**src/rtl/combi_pkg.sv**
```systemverilog
// Shared types for the combined ARM/RISC-V pipeline memory arbiter.
//   arb_state_t : arbiter FSM states
//   arb_sel_t   : which requester a grant goes to
//   STREAK_W    : width of the consecutive-data-grant counter (MAX_D_STREAK <= 15)
package combi_pkg;

   typedef enum logic [2:0] {
      IDLE,
      BUSY_I,
      BUSY_D,
      RESP_I,
      RESP_D
   } arb_state_t;

   typedef enum logic {
      SEL_I,
      SEL_D
   } arb_sel_t;

   localparam int unsigned STREAK_W = 4;

endpackage

```
**src/rtl/mem_arbiter_if.sv**
```systemverilog
// Bundle of the fetch port, data port and memory handshake seen by mem_arbiter.
//   Fetch  : i_req, i_addr (in)  / i_rdata, i_ready (out)
//   Data   : d_req, d_we, d_addr, d_wdata (in) / d_rdata, d_ready (out)
//   Memory : mem_req, mem_we, mem_addr, mem_wdata (out) / mem_rdata, mem_ack (in)
// Modport slave is the arbiter's view; master is the pipeline + memory side.
interface mem_arbiter_if;

   logic        i_req;
   logic [31:0] i_addr;
   logic [31:0] i_rdata;
   logic        i_ready;

   logic        d_req;
   logic        d_we;
   logic [31:0] d_addr;
   logic [31:0] d_wdata;
   logic [31:0] d_rdata;
   logic        d_ready;

   logic        mem_req;
   logic        mem_we;
   logic [31:0] mem_addr;
   logic [31:0] mem_wdata;
   logic [31:0] mem_rdata;
   logic        mem_ack;

   modport slave (
      input  i_req, i_addr,
      output i_rdata, i_ready,
      input  d_req, d_we, d_addr, d_wdata,
      output d_rdata, d_ready,
      output mem_req, mem_we, mem_addr, mem_wdata,
      input  mem_rdata, mem_ack
   );

   modport master (
      output i_req, i_addr,
      input  i_rdata, i_ready,
      output d_req, d_we, d_addr, d_wdata,
      input  d_rdata, d_ready,
      input  mem_req, mem_we, mem_addr, mem_wdata,
      output mem_rdata, mem_ack
   );

endinterface

```
**src/rtl/mem_arbiter.sv**
```systemverilog
// Arbitrates the stage-F fetch port and the stage-M data port onto one
// single-ported memory with a variable-latency req/ack handshake.
//   clk, rst : rising-edge clock, synchronous active-high reset
//   bus      : mem_arbiter_if.slave (fetch port, data port, memory port)
// Data wins by default; after MAX_D_STREAK consecutive data grants with a
// fetch pending, the fetch is granted. All outputs come straight from flops.
module mem_arbiter
   import combi_pkg::*;
#(
   parameter int unsigned MAX_D_STREAK = 4
) (
   input  logic          clk,
   input  logic          rst,
   mem_arbiter_if.slave  bus
);

   localparam logic [STREAK_W-1:0] MAX_STREAK = STREAK_W'(MAX_D_STREAK);

   arb_state_t          stateQ, stateNext;
   logic [STREAK_W-1:0] streakQ, streakNext;
   logic                memReqQ, memReqNext;
   logic                memWeQ, memWeNext;
   logic [31:0]         memAddrQ, memAddrNext;
   logic [31:0]         memWdataQ, memWdataNext;
   logic [31:0]         iRdataQ, iRdataNext;
   logic [31:0]         dRdataQ, dRdataNext;
   logic                iReadyQ, iReadyNext;
   logic                dReadyQ, dReadyNext;

   logic                canI, canD, pickValid;
   arb_sel_t            pick;

   // A requester in its own ready cycle is masked so it cannot be re-granted
   // before it has seen the pulse.
   always_comb begin
      canI = 1'b0;
      canD = 1'b0;
      if (stateQ == IDLE || stateQ == RESP_D) canI = bus.i_req;
      if (stateQ == IDLE || stateQ == RESP_I) canD = bus.d_req;
      pickValid = canI || canD;
      pick      = (canD && !(canI && streakQ == MAX_STREAK)) ? SEL_D : SEL_I;
   end

   always_comb begin
      stateNext    = stateQ;
      streakNext   = streakQ;
      memReqNext   = memReqQ;
      memWeNext    = memWeQ;
      memAddrNext  = memAddrQ;
      memWdataNext = memWdataQ;
      iRdataNext   = iRdataQ;
      dRdataNext   = dRdataQ;
      iReadyNext   = 1'b0;
      dReadyNext   = 1'b0;

      unique case (stateQ)
         IDLE, RESP_I, RESP_D: begin
            stateNext = IDLE;
            if (pickValid) begin
               memReqNext = 1'b1;
               if (pick == SEL_D) begin
                  stateNext    = BUSY_D;
                  memWeNext    = bus.d_we;
                  memAddrNext  = bus.d_addr;
                  memWdataNext = bus.d_wdata;
                  // Raw i_req: a fetch held through its own ready cycle still counts as waiting.
                  if (bus.i_req) begin
                     streakNext = (streakQ == MAX_STREAK) ? streakQ : streakQ + 1'b1;
                  end else begin
                     streakNext = '0;
                  end
               end else begin
                  stateNext    = BUSY_I;
                  memWeNext    = 1'b0;
                  memAddrNext  = bus.i_addr;
                  memWdataNext = '0;
                  streakNext   = '0;
               end
            end
         end
         BUSY_I: begin
            if (bus.mem_ack) begin
               memReqNext = 1'b0;
               iRdataNext = bus.mem_rdata;
               iReadyNext = 1'b1;
               stateNext  = RESP_I;
            end
         end
         BUSY_D: begin
            if (bus.mem_ack) begin
               memReqNext = 1'b0;
               if (!memWeQ) dRdataNext = bus.mem_rdata;
               dReadyNext = 1'b1;
               stateNext  = RESP_D;
            end
         end
         default: stateNext = IDLE;
      endcase
   end

   always_ff @(posedge clk) begin
      if (rst) begin
         stateQ    <= IDLE;
         streakQ   <= '0;
         memReqQ   <= 1'b0;
         memWeQ    <= 1'b0;
         memAddrQ  <= '0;
         memWdataQ <= '0;
         iRdataQ   <= '0;
         dRdataQ   <= '0;
         iReadyQ   <= 1'b0;
         dReadyQ   <= 1'b0;
      end else begin
         stateQ    <= stateNext;
         streakQ   <= streakNext;
         memReqQ   <= memReqNext;
         memWeQ    <= memWeNext;
         memAddrQ  <= memAddrNext;
         memWdataQ <= memWdataNext;
         iRdataQ   <= iRdataNext;
         dRdataQ   <= dRdataNext;
         iReadyQ   <= iReadyNext;
         dReadyQ   <= dReadyNext;
      end
   end

   assign bus.mem_req   = memReqQ;
   assign bus.mem_we    = memWeQ;
   assign bus.mem_addr  = memAddrQ;
   assign bus.mem_wdata = memWdataQ;
   assign bus.i_rdata   = iRdataQ;
   assign bus.i_ready   = iReadyQ;
   assign bus.d_rdata   = dRdataQ;
   assign bus.d_ready   = dReadyQ;

endmodule

```
**src/flat_wrapper.sv**
```systemverilog
// flat-port wrapper written by rule: the top's interface ports become plain ports
module mem_arbiter_flat import combi_pkg::*;
#(
   parameter int unsigned MAX_D_STREAK = 4
)
  (clk, rst, bus_i_req, bus_i_addr, bus_i_rdata, bus_i_ready, bus_d_req, bus_d_we, bus_d_addr, bus_d_wdata, bus_d_rdata, bus_d_ready, bus_mem_req, bus_mem_we, bus_mem_addr, bus_mem_wdata, bus_mem_rdata, bus_mem_ack);
  mem_arbiter_if bus_i ();
  input  logic clk;
  input  logic rst;
  input wire logic [$bits(bus_i.i_req)-1:0] bus_i_req;
  input wire logic [$bits(bus_i.i_addr)-1:0] bus_i_addr;
  output wire logic [$bits(bus_i.i_rdata)-1:0] bus_i_rdata;
  output wire logic [$bits(bus_i.i_ready)-1:0] bus_i_ready;
  input wire logic [$bits(bus_i.d_req)-1:0] bus_d_req;
  input wire logic [$bits(bus_i.d_we)-1:0] bus_d_we;
  input wire logic [$bits(bus_i.d_addr)-1:0] bus_d_addr;
  input wire logic [$bits(bus_i.d_wdata)-1:0] bus_d_wdata;
  output wire logic [$bits(bus_i.d_rdata)-1:0] bus_d_rdata;
  output wire logic [$bits(bus_i.d_ready)-1:0] bus_d_ready;
  output wire logic [$bits(bus_i.mem_req)-1:0] bus_mem_req;
  output wire logic [$bits(bus_i.mem_we)-1:0] bus_mem_we;
  output wire logic [$bits(bus_i.mem_addr)-1:0] bus_mem_addr;
  output wire logic [$bits(bus_i.mem_wdata)-1:0] bus_mem_wdata;
  input wire logic [$bits(bus_i.mem_rdata)-1:0] bus_mem_rdata;
  input wire logic [$bits(bus_i.mem_ack)-1:0] bus_mem_ack;
  assign bus_i.i_req = bus_i_req;
  assign bus_i.i_addr = bus_i_addr;
  assign bus_i_rdata = bus_i.i_rdata;
  assign bus_i_ready = bus_i.i_ready;
  assign bus_i.d_req = bus_d_req;
  assign bus_i.d_we = bus_d_we;
  assign bus_i.d_addr = bus_d_addr;
  assign bus_i.d_wdata = bus_d_wdata;
  assign bus_d_rdata = bus_i.d_rdata;
  assign bus_d_ready = bus_i.d_ready;
  assign bus_mem_req = bus_i.mem_req;
  assign bus_mem_we = bus_i.mem_we;
  assign bus_mem_addr = bus_i.mem_addr;
  assign bus_mem_wdata = bus_i.mem_wdata;
  assign bus_i.mem_rdata = bus_mem_rdata;
  assign bus_i.mem_ack = bus_mem_ack;
  mem_arbiter #(.MAX_D_STREAK(MAX_D_STREAK)) u_core (.clk(clk), .rst(rst), .bus(bus_i));
endmodule
```
**config.mk**
```make
export PLATFORM = sky130hd
export DESIGN_NAME = mem_arbiter_flat
export DESIGN_NICKNAME = d
export VERILOG_FILES = /design/src/rtl/combi_pkg.sv /design/src/rtl/mem_arbiter_if.sv /design/src/rtl/mem_arbiter.sv /design/src/flat_wrapper.sv
export SDC_FILE = /design/constraint.sdc
export NUM_CORES = 1
export LEC_CHECK = 0
export BUFFER_PORTS_ARGS = -buffer_cell sky130_fd_sc_hd__buf_2
export CAP_MARGIN = 20
export CORE_MARGIN = 5
export CORE_UTILIZATION = 42
export DETAILED_ROUTE_END_ITERATION = 10
export PLACE_DENSITY = 0.77
export SYNTH_ARGS = -nofsm -noshare
export SYNTH_HDL_FRONTEND = slang
export SYNTH_SLANG_ARGS = --single-unit
export TNS_END_PERCENT = 50
```
**constraint.sdc**
```tcl
create_clock -name clk -period 1.5 [get_ports clk]
set_clock_uncertainty 0.05 [all_clocks]
set_input_delay 0.15 -clock clk [delete_from_list [all_inputs] [get_ports clk]]
set_output_delay 0.15 -clock clk [all_outputs]
set_load 0.03 [all_outputs]
```
=== Word-level counts from Yosys, hierarchy flattened ===
Cells that the tools add are included.

* Output and inout bits: 132
* Register bits: 139

* Eq/ne operators: 10
* Reductions and logical operators: 18
* Add/sub/neg operators: 1
* Bitwise operators: 3
* Multiplexer cells: 18

{| class="wikitable"
|+ Operators with widths
! kind !! count
|-
| $mux 32 || 2
|-
| $mux 4 || 3
|-
| $mux 3 || 3
|-
| $pmux 3 s3 || 1
|-
| $reduce_and 3->1 || 3
|-
| $mux 1 || 7
|-
| $eq 3x2->1 const B || 2
|-
| $reduce_and 2->1 || 3
|-
| $reduce_or 2->1 || 3
|-
| $add 4x1->4 const B || 1
|-
| $eq 4x3->1 const B || 1
|-
| $ne 2x1->1 const B || 2
|-
| $ne 2x2->1 const B || 2
|-
| $eq 3x1->1 const B || 1
|-
| $eq 3x3->1 const B || 1
|-
| $logic_not 3->1 || 1
|-
| $logic_or 1x1->1 || 3
|-
| $ne 3x3->1 const B || 1
|-
| $not 1->1 || 3
|-
| $reduce_or 3->1 || 1
|-
| $logic_and 1x1->1 || 2
|-
| $mux 2 || 1
|-
| $pmux 1 s2 || 1
|-
| $reduce_bool 2->1 || 1
|-
| $logic_not 1->1 || 1
|}

=== Logic depth before layout (Yosys ltp) ===
* Depth in word-level cells: 10
* Gate-level depth with buffers: 8

=== Worst setup path before layout ===
Ideal clock, no wire load.

* Kind: register to register
* Start point: register u_core.streakQ[0]
* End point: register u_core.memWeQ (netlist: u_core.bus.mem_we)
* Library setup time: 0.128 ns
* Required time: 1.322 ns
* Stages on the path, launching flop included: 9
* Period minus slack after synthesis: 1.620 ns
* Arrival time: 1.442 ns
* Path buffers: 2
* Slack: -0.120 ns
* Cells stage by stage: dfxtp_1 > inv_1 > ha_1 > nand4b_1 > a21o_1 > buf_4 > buf_4 > a22oi_1 > nor2_1

* Cells in the longest elaborated chain, start to end: 6

{| class="wikitable"
|+ Ends and longest elaborated chain
! what !! line !! RTL
|-
| start, declared || mem_arbiter.sv:20 || <nowiki>logic [STREAK_W-1:0] streakQ, streakNext;</nowiki>
|-
| start signal, assigned || mem_arbiter.sv:115 || <nowiki>streakQ <= streakNext;</nowiki>
|-
| $eq 4x3->1 || mem_arbiter.sv:41 || <nowiki>pick = (canD && !(canI && streakQ == MAX_STREAK)) ? SEL_D : SEL_I;</nowiki>
|-
| $logic_and 1x1->1 || mem_arbiter.sv:41 ||
|-
| $logic_not 1->1 || mem_arbiter.sv:41 ||
|-
| $logic_and 1x1->1 || mem_arbiter.sv:41 ||
|-
| $mux 1 || mem_arbiter.sv:41 ||
|-
| $mux 1 || mem_arbiter.sv:61 || <nowiki>if (pick == SEL_D) begin</nowiki>
|-
| end signal, assigned || mem_arbiter.sv:117 || <nowiki>memWeQ <= memWeNext;</nowiki>
|-
| end, declared || mem_arbiter.sv:22 || <nowiki>logic memWeQ, memWeNext;</nowiki>
|}

No other way between the ends.
A chain may end at the register's enable or synchronous reset.

=== Worst setup path after layout ===
* Start point: register u_core.streakQ[0]
* End point: register u_core.memAddrQ[14] (netlist: u_core.bus.mem_addr[14])

* Cells in the longest elaborated chain, start to end: 6

{| class="wikitable"
|+ Ends and longest elaborated chain
! what !! line !! RTL
|-
| $eq 4x3->1 || mem_arbiter.sv:41 ||
|-
| $logic_and 1x1->1 || mem_arbiter.sv:41 ||
|-
| $logic_not 1->1 || mem_arbiter.sv:41 ||
|-
| $logic_and 1x1->1 || mem_arbiter.sv:41 ||
|-
| $mux 1 || mem_arbiter.sv:41 ||
|-
| $mux 32 || mem_arbiter.sv:61 ||
|-
| end signal, assigned || mem_arbiter.sv:118 || <nowiki>memAddrQ <= memAddrNext;</nowiki>
|-
| end, declared || mem_arbiter.sv:23 || <nowiki>logic [31:0] memAddrQ, memAddrNext;</nowiki>
|}

No other way between the ends.

==> tab_implementation.tex <==
\begin{tabular}{lr}
\hline
Metric & Value \\
\hline
\multicolumn{2}{l}{\textbf{Power}} \\
\quad Static leakage power & 4.25 nW \\
\quad Comb pwr share & approximately two fifths \\
\quad Sequential power share & 30.8\% \\
\quad Net Sw Power & 0.00542 W \\
\quad Sw Ratio & a little over a third \\
\quad Peak VDD IR & 0.00108 V \\
\quad Power density cells & 1560 nW/um2 \\
\quad Clock power share & 28.6\% \\
\quad Internal cell power & about 0.0094 W \\
\multicolumn{2}{l}{\textbf{STA}} \\
\quad Max-slew headroom at the worst pin & 64.8\% \\
\quad Number of endpoints with negative hold slack in the final report & 0 \\
\quad Final cycle utilization of the critical path & 119\% \\
\quad Pins over their slew limit & 0 \\
\quad Max frequency & 561 MHz \\
\quad Slew at the pin closest to its max-slew limit & 0.528 ns \\
\quad Total negative setup slack & -16.25 ns \\
\quad Clock period minus worst slack & roughly 1.8 ns \\
\quad Final Worst Setup Slack & -0.281 ns \\
\quad Worst slack on hold paths & 0.0121 ns \\
\quad RSZ-0062 raised after global routing & true \\
\quad Setup-failing EPs final & 104 \\
\multicolumn{2}{l}{\textbf{Drt}} \\
\quad Vias post-DR & 6214 \\
\quad Number of vias per cell after detailed routing & between 5 and 6 \\
\quad DRC marker count from the first detailed-route iteration & 465 \\
\quad Count of TritonRoute iterations in the first routing pass & 5 \\
\quad Total Routed Length & 21200 um \\
\quad Routed length per instance & 17.5 um \\
\quad Number of nets with antenna violations after detailed routing & 0 \\
\quad Post-route DRC & 0 \\
\multicolumn{2}{l}{\textbf{Placed design}} \\
\quad GP Congestion & 0.873 \\
\quad Minimum setup slack after placement & -0.227 ns \\
\quad Number of port buffers & 265 \\
\quad DP Wirelength & between 10000 and 15000 um \\
\quad Total cell area at the placement stage & between 7000 and 8000 um2 \\
\multicolumn{2}{l}{\textbf{Synth}} \\
\quad Dominant cell by count in the synthesized netlist & sky130\_fd\_sc\_hd\_\_nand2\_1 \\
\quad Most area-consuming cells after synthesis & sky130\_fd\_sc\_hd\_\_dfxtp\_1, sky130\_fd\_sc\_hd\_\_nand2\_1, sky130\_fd\_sc\_hd\_\_a21oi\_1, sky130\_fd\_sc\_hd\_\_nor2\_1, sky130\_fd\_sc\_hd\_\_a211oi\_2 \\
\quad Mapped Area & around 5500 um2 \\
\quad Fraction of synthesis flops using an asynchronous set or reset pin & 0\% \\
\quad Syn Inst Count & 631 \\
\quad Number of nets produced by synthesis & 767 \\
\quad Post-synthesis cell type with the largest combined area & sky130\_fd\_sc\_hd\_\_dfxtp\_1 \\
\quad Portion of synthesized cell area occupied by the leading cell type & 51.0\% \\
\quad Number of distinct library cells after synthesis & 44 \\
\quad Top cell types by occurrence after synthesis & sky130\_fd\_sc\_hd\_\_nand2\_1, sky130\_fd\_sc\_hd\_\_dfxtp\_1, sky130\_fd\_sc\_hd\_\_a21oi\_1 \\
\quad Yosys Warn Count & 0 \\
\quad Share of synthesized area occupied by flip-flops and latches & 51.0\% \\
\quad Synthesized area divided by synthesized cell count & just under 9 um2 \\
\quad Most common flop cell mapped by yosys & sky130\_fd\_sc\_hd\_\_dfxtp\_1 \\
\quad Count of flip-flops with a built-in enable after synthesis & 0 \\
\quad Register bit total from synthesis & approximately 140 \\
\multicolumn{2}{l}{\textbf{Floorplanning}} \\
\quad Placeable core area & 12700 um2 \\
\quad Top Ports & 266 \\
\quad Die Ht & 124 um \\
\quad Die X-Extent & 124 um \\
\quad Number of rows in the core area & 41 \\
\quad Die footprint & 15400 um2 \\
\quad Initial Utilization & 43.1\% \\
\multicolumn{2}{l}{\textbf{Setup path}} \\
\quad Critical-path cell list & inv\_2, ha\_4, nand4b\_1, buf\_6, a21o\_4, buf\_12, nand2\_1, a211oi\_2 \\
\quad Worst reg2reg path depth & 8 \\
\quad Critical path fanouts, max & 7 \\
\quad Buffers and inverters on the worst path & 3 \\
\quad Source of the worst register-to-register timing path & u\_core.streakQ[0] \\
\quad Category of the worst setup path launch point & flip-flop \\
\quad Arrival time at the worst endpoint & 2.05 ns \\
\quad Critical Path RT & approximately 1.8 ns \\
\quad Largest delay contributor family on the critical path & compound AO/OA/AOI/OAI gates \\
\quad Reg2Reg Setup Slack & -0.28 ns \\
\quad WS Path Type & flip-flop to flip-flop \\
\quad Delay contributed by the slowest stage of the critical path & 0.33 ns \\
\quad Critical path's slowest cell & sky130\_fd\_sc\_hd\_\_dfxtp\_2 \\
\quad Worst r2r dst & u\_core.bus.mem\_addr[14] \\
\quad Capturing element type of the critical path & flip-flop \\
\multicolumn{2}{l}{\textbf{Global route}} \\
\quad Met2 Track Usage GR & 43.3\% \\
\quad M1 GR Usage & a little over a quarter \\
\quad Antenna violations before repair & 3 \\
\quad Via count of the first global-routing pass & 6097 \\
\quad Wire length of the first global-routing pass & 29500 um \\
\quad Top Usage Layer GRT & met2 \\
\quad Total gr overflow & 0 \\
\quad Aggregate global-route resource usage & 24.7\% \\
\quad Met3 usage in global routing & 7.49\% \\
\quad Pin count of the biggest net entering global routing & 88 \\
\multicolumn{2}{l}{\textbf{Run status}} \\
\quad Violations in the final reports & negative setup slack \\
\quad Status & complete, but fails checks \\
\multicolumn{2}{l}{\textbf{Clocking}} \\
\quad CTS tree & built \\
\quad Clock Tree Buf Depth & 2 \\
\quad Sinks on the clock net & 139 \\
\quad Num CTS Buffers & 17 \\
\quad Clk pin slew, worst setup/hold paths & 0.06 ns \\
\quad Clock network latency to the later pin of the worst-skew pair & 0.42 ns \\
\quad Htree depth & 4 \\
\quad CTS root buffer & sky130\_fd\_sc\_hd\_\_clkbuf\_16 \\
\multicolumn{2}{l}{\textbf{Worst hold path}} \\
\quad Hold Crit Endpoint & u\_core.bus.mem\_addr[3] \\
\quad Number of stages on the worst hold path & 3 \\
\quad HP Start & bus\_i\_addr[3] \\
\quad Kind of path behind the tightest hold check & primary input to flip-flop \\
\multicolumn{2}{l}{\textbf{Finish}} \\
\quad FF/Latch Area & 2790 um2 \\
\quad Fill cell total of the finished layout & 812 \\
\quad Post-layout net count & 1160 \\
\quad Final standard cell area without fillers & 9560 um2 \\
\quad Share of final-layout standard cells stronger than drive strength 1 & 47.2\% \\
\quad Synthesis-to-finish area growth & 75.3\% \\
\quad Multi-input gate area in the final layout & 2820 um2 \\
\multicolumn{2}{l}{\textbf{Flow run}} \\
\quad Max-cap check violation count & 0 \\
\hline
\end{tabular}
## flip-flops by register name, indices dropped and copies added (netlist names)
signal and flops:
u_core.bus.mem_req 1, u_core.bus.i_rdata 32, u_core.stateQ 3, u_core.bus.mem_wdata 32, u_core.bus.i_ready 1, u_core.bus.d_ready 1, u_core.bus.d_rdata 32, u_core.bus.mem_addr 32
u_core.bus.mem_we 1, u_core.streakQ 4
## worst max path at each step
stage / from / end / slack (ns) / depth (start not counted)
floorplan: u_core.stateQ[1] / u_core.bus.mem_addr[15] / -0.1 / 7
finish: u_core.streakQ[0] / u_core.bus.mem_addr[14] / -0.28 / 8
global route: u_core.streakQ[0] / u_core.bus.mem_addr[14] / -0.31 / 8
global placement: u_core.stateQ[1] / u_core.bus.mem_wdata[28] / -0.14 / 6
detailed placement: u_core.stateQ[0] / u_core.bus.mem_wdata[4] / -0.23 / 6
CTS: u_core.streakQ[0] / u_core.bus.mem_addr[1] / -0.16 / 7
## area by class of cell
| type | count | share of cell area (%) |
|---|---|---|
| Antenna cell | 4 | 0.105 |
| Clock buffer | 19 | 4.63 |
| Clock inverter | 12 | 1.54 |
| Inverter | 3 | 0.118 |
| Multi-Input combinational cell | 439 | 29.5 |
| Sequential cell | 139 | 29.2 |
| Tap cell | 172 | 2.25 |
| Timing Repair Buffer | 424 | 32.7 |
## tightest hold or removal path: stages
cell	delay, ns
sky130_fd_sc_hd__buf_2	0.09
sky130_fd_sc_hd__a21oi_1	0.12
sky130_fd_sc_hd__a211oi_1	0.07
## cell families (layout without fill, tap and decap cells)
group                      after synthesis  count (layout)  share of synthesized area [%]
AOI/OAI and AO/OA                      177             178                           22.6
xor gates and xnor gates                 1               1                          0.505
adders and majority gates                2               2                          0.459
buffers and inverters                   54             458                           5.59
DFF                                    139             139                           51.0
muxes                                    2               2                          0.390
other                                    0               4                              0
and+or+nand+nor                        256             256                           19.5
## layout by cell type (no fill, tap or decap), types with 12 or more instances in the layout
cell / count
sky130_fd_sc_hd__buf_12: 12
sky130_fd_sc_hd__a21oi_2: 32
sky130_fd_sc_hd__a21oi_1: 68
sky130_fd_sc_hd__a22oi_2: 33
sky130_fd_sc_hd__buf_2: 264
sky130_fd_sc_hd__clkbuf_16: 24
sky130_fd_sc_hd__buf_4: 27
sky130_fd_sc_hd__buf_6: 13
sky130_fd_sc_hd__dlygate4sd3_1: 99
sky130_fd_sc_hd__dfxtp_1: 134
sky130_fd_sc_hd__nor2_1: 69
sky130_fd_sc_hd__nand2_1: 143
sky130_fd_sc_hd__a211oi_2: 24
## metrics by stage
stage	utilization (%)	power, W	instances
CTS	71.8	0.0142	1191
floorplan	-	0.00803	631
global placement	57.8	0.00933	1055
detailed placement	57.8	0.00939	1055
finish	75.5	0.0149	1212
global route	75.5	0.0155	1211
## timing repair
item / 4_1_cts / 5_1_grt
buffers inserted: 3 / 9
endpoints found under the hold margin: 129 / 0
cloned: 3 / 9
resized for setup: 24 / 57
hold buffers: 99 / 0
endpoints found under the setup margin: 133 / 135
pin swaps: 7 / 38
## routing by layer
metal	vias up	routed length [um]	share of wire, %
li1	2940	-	-
met1	2880	7680	36
met2	318	11000	52
met3	76	1610	7.6
met4	0	934	4.4
met5	-	0	0
## power by group through the flow
stage	logic [W]	clock network [W]	registers, W
floorplan	0.00241	0	0.00562
global placement	0.00472	0	0.00460
detailed placement	0.00477	0	0.00461
CTS	0.00535	0.00428	0.00456
global route	0.00638	0.00448	0.00463
finish	0.00604	0.00425	0.00458
No activity file was read; power rests on OpenSTA's default activity.
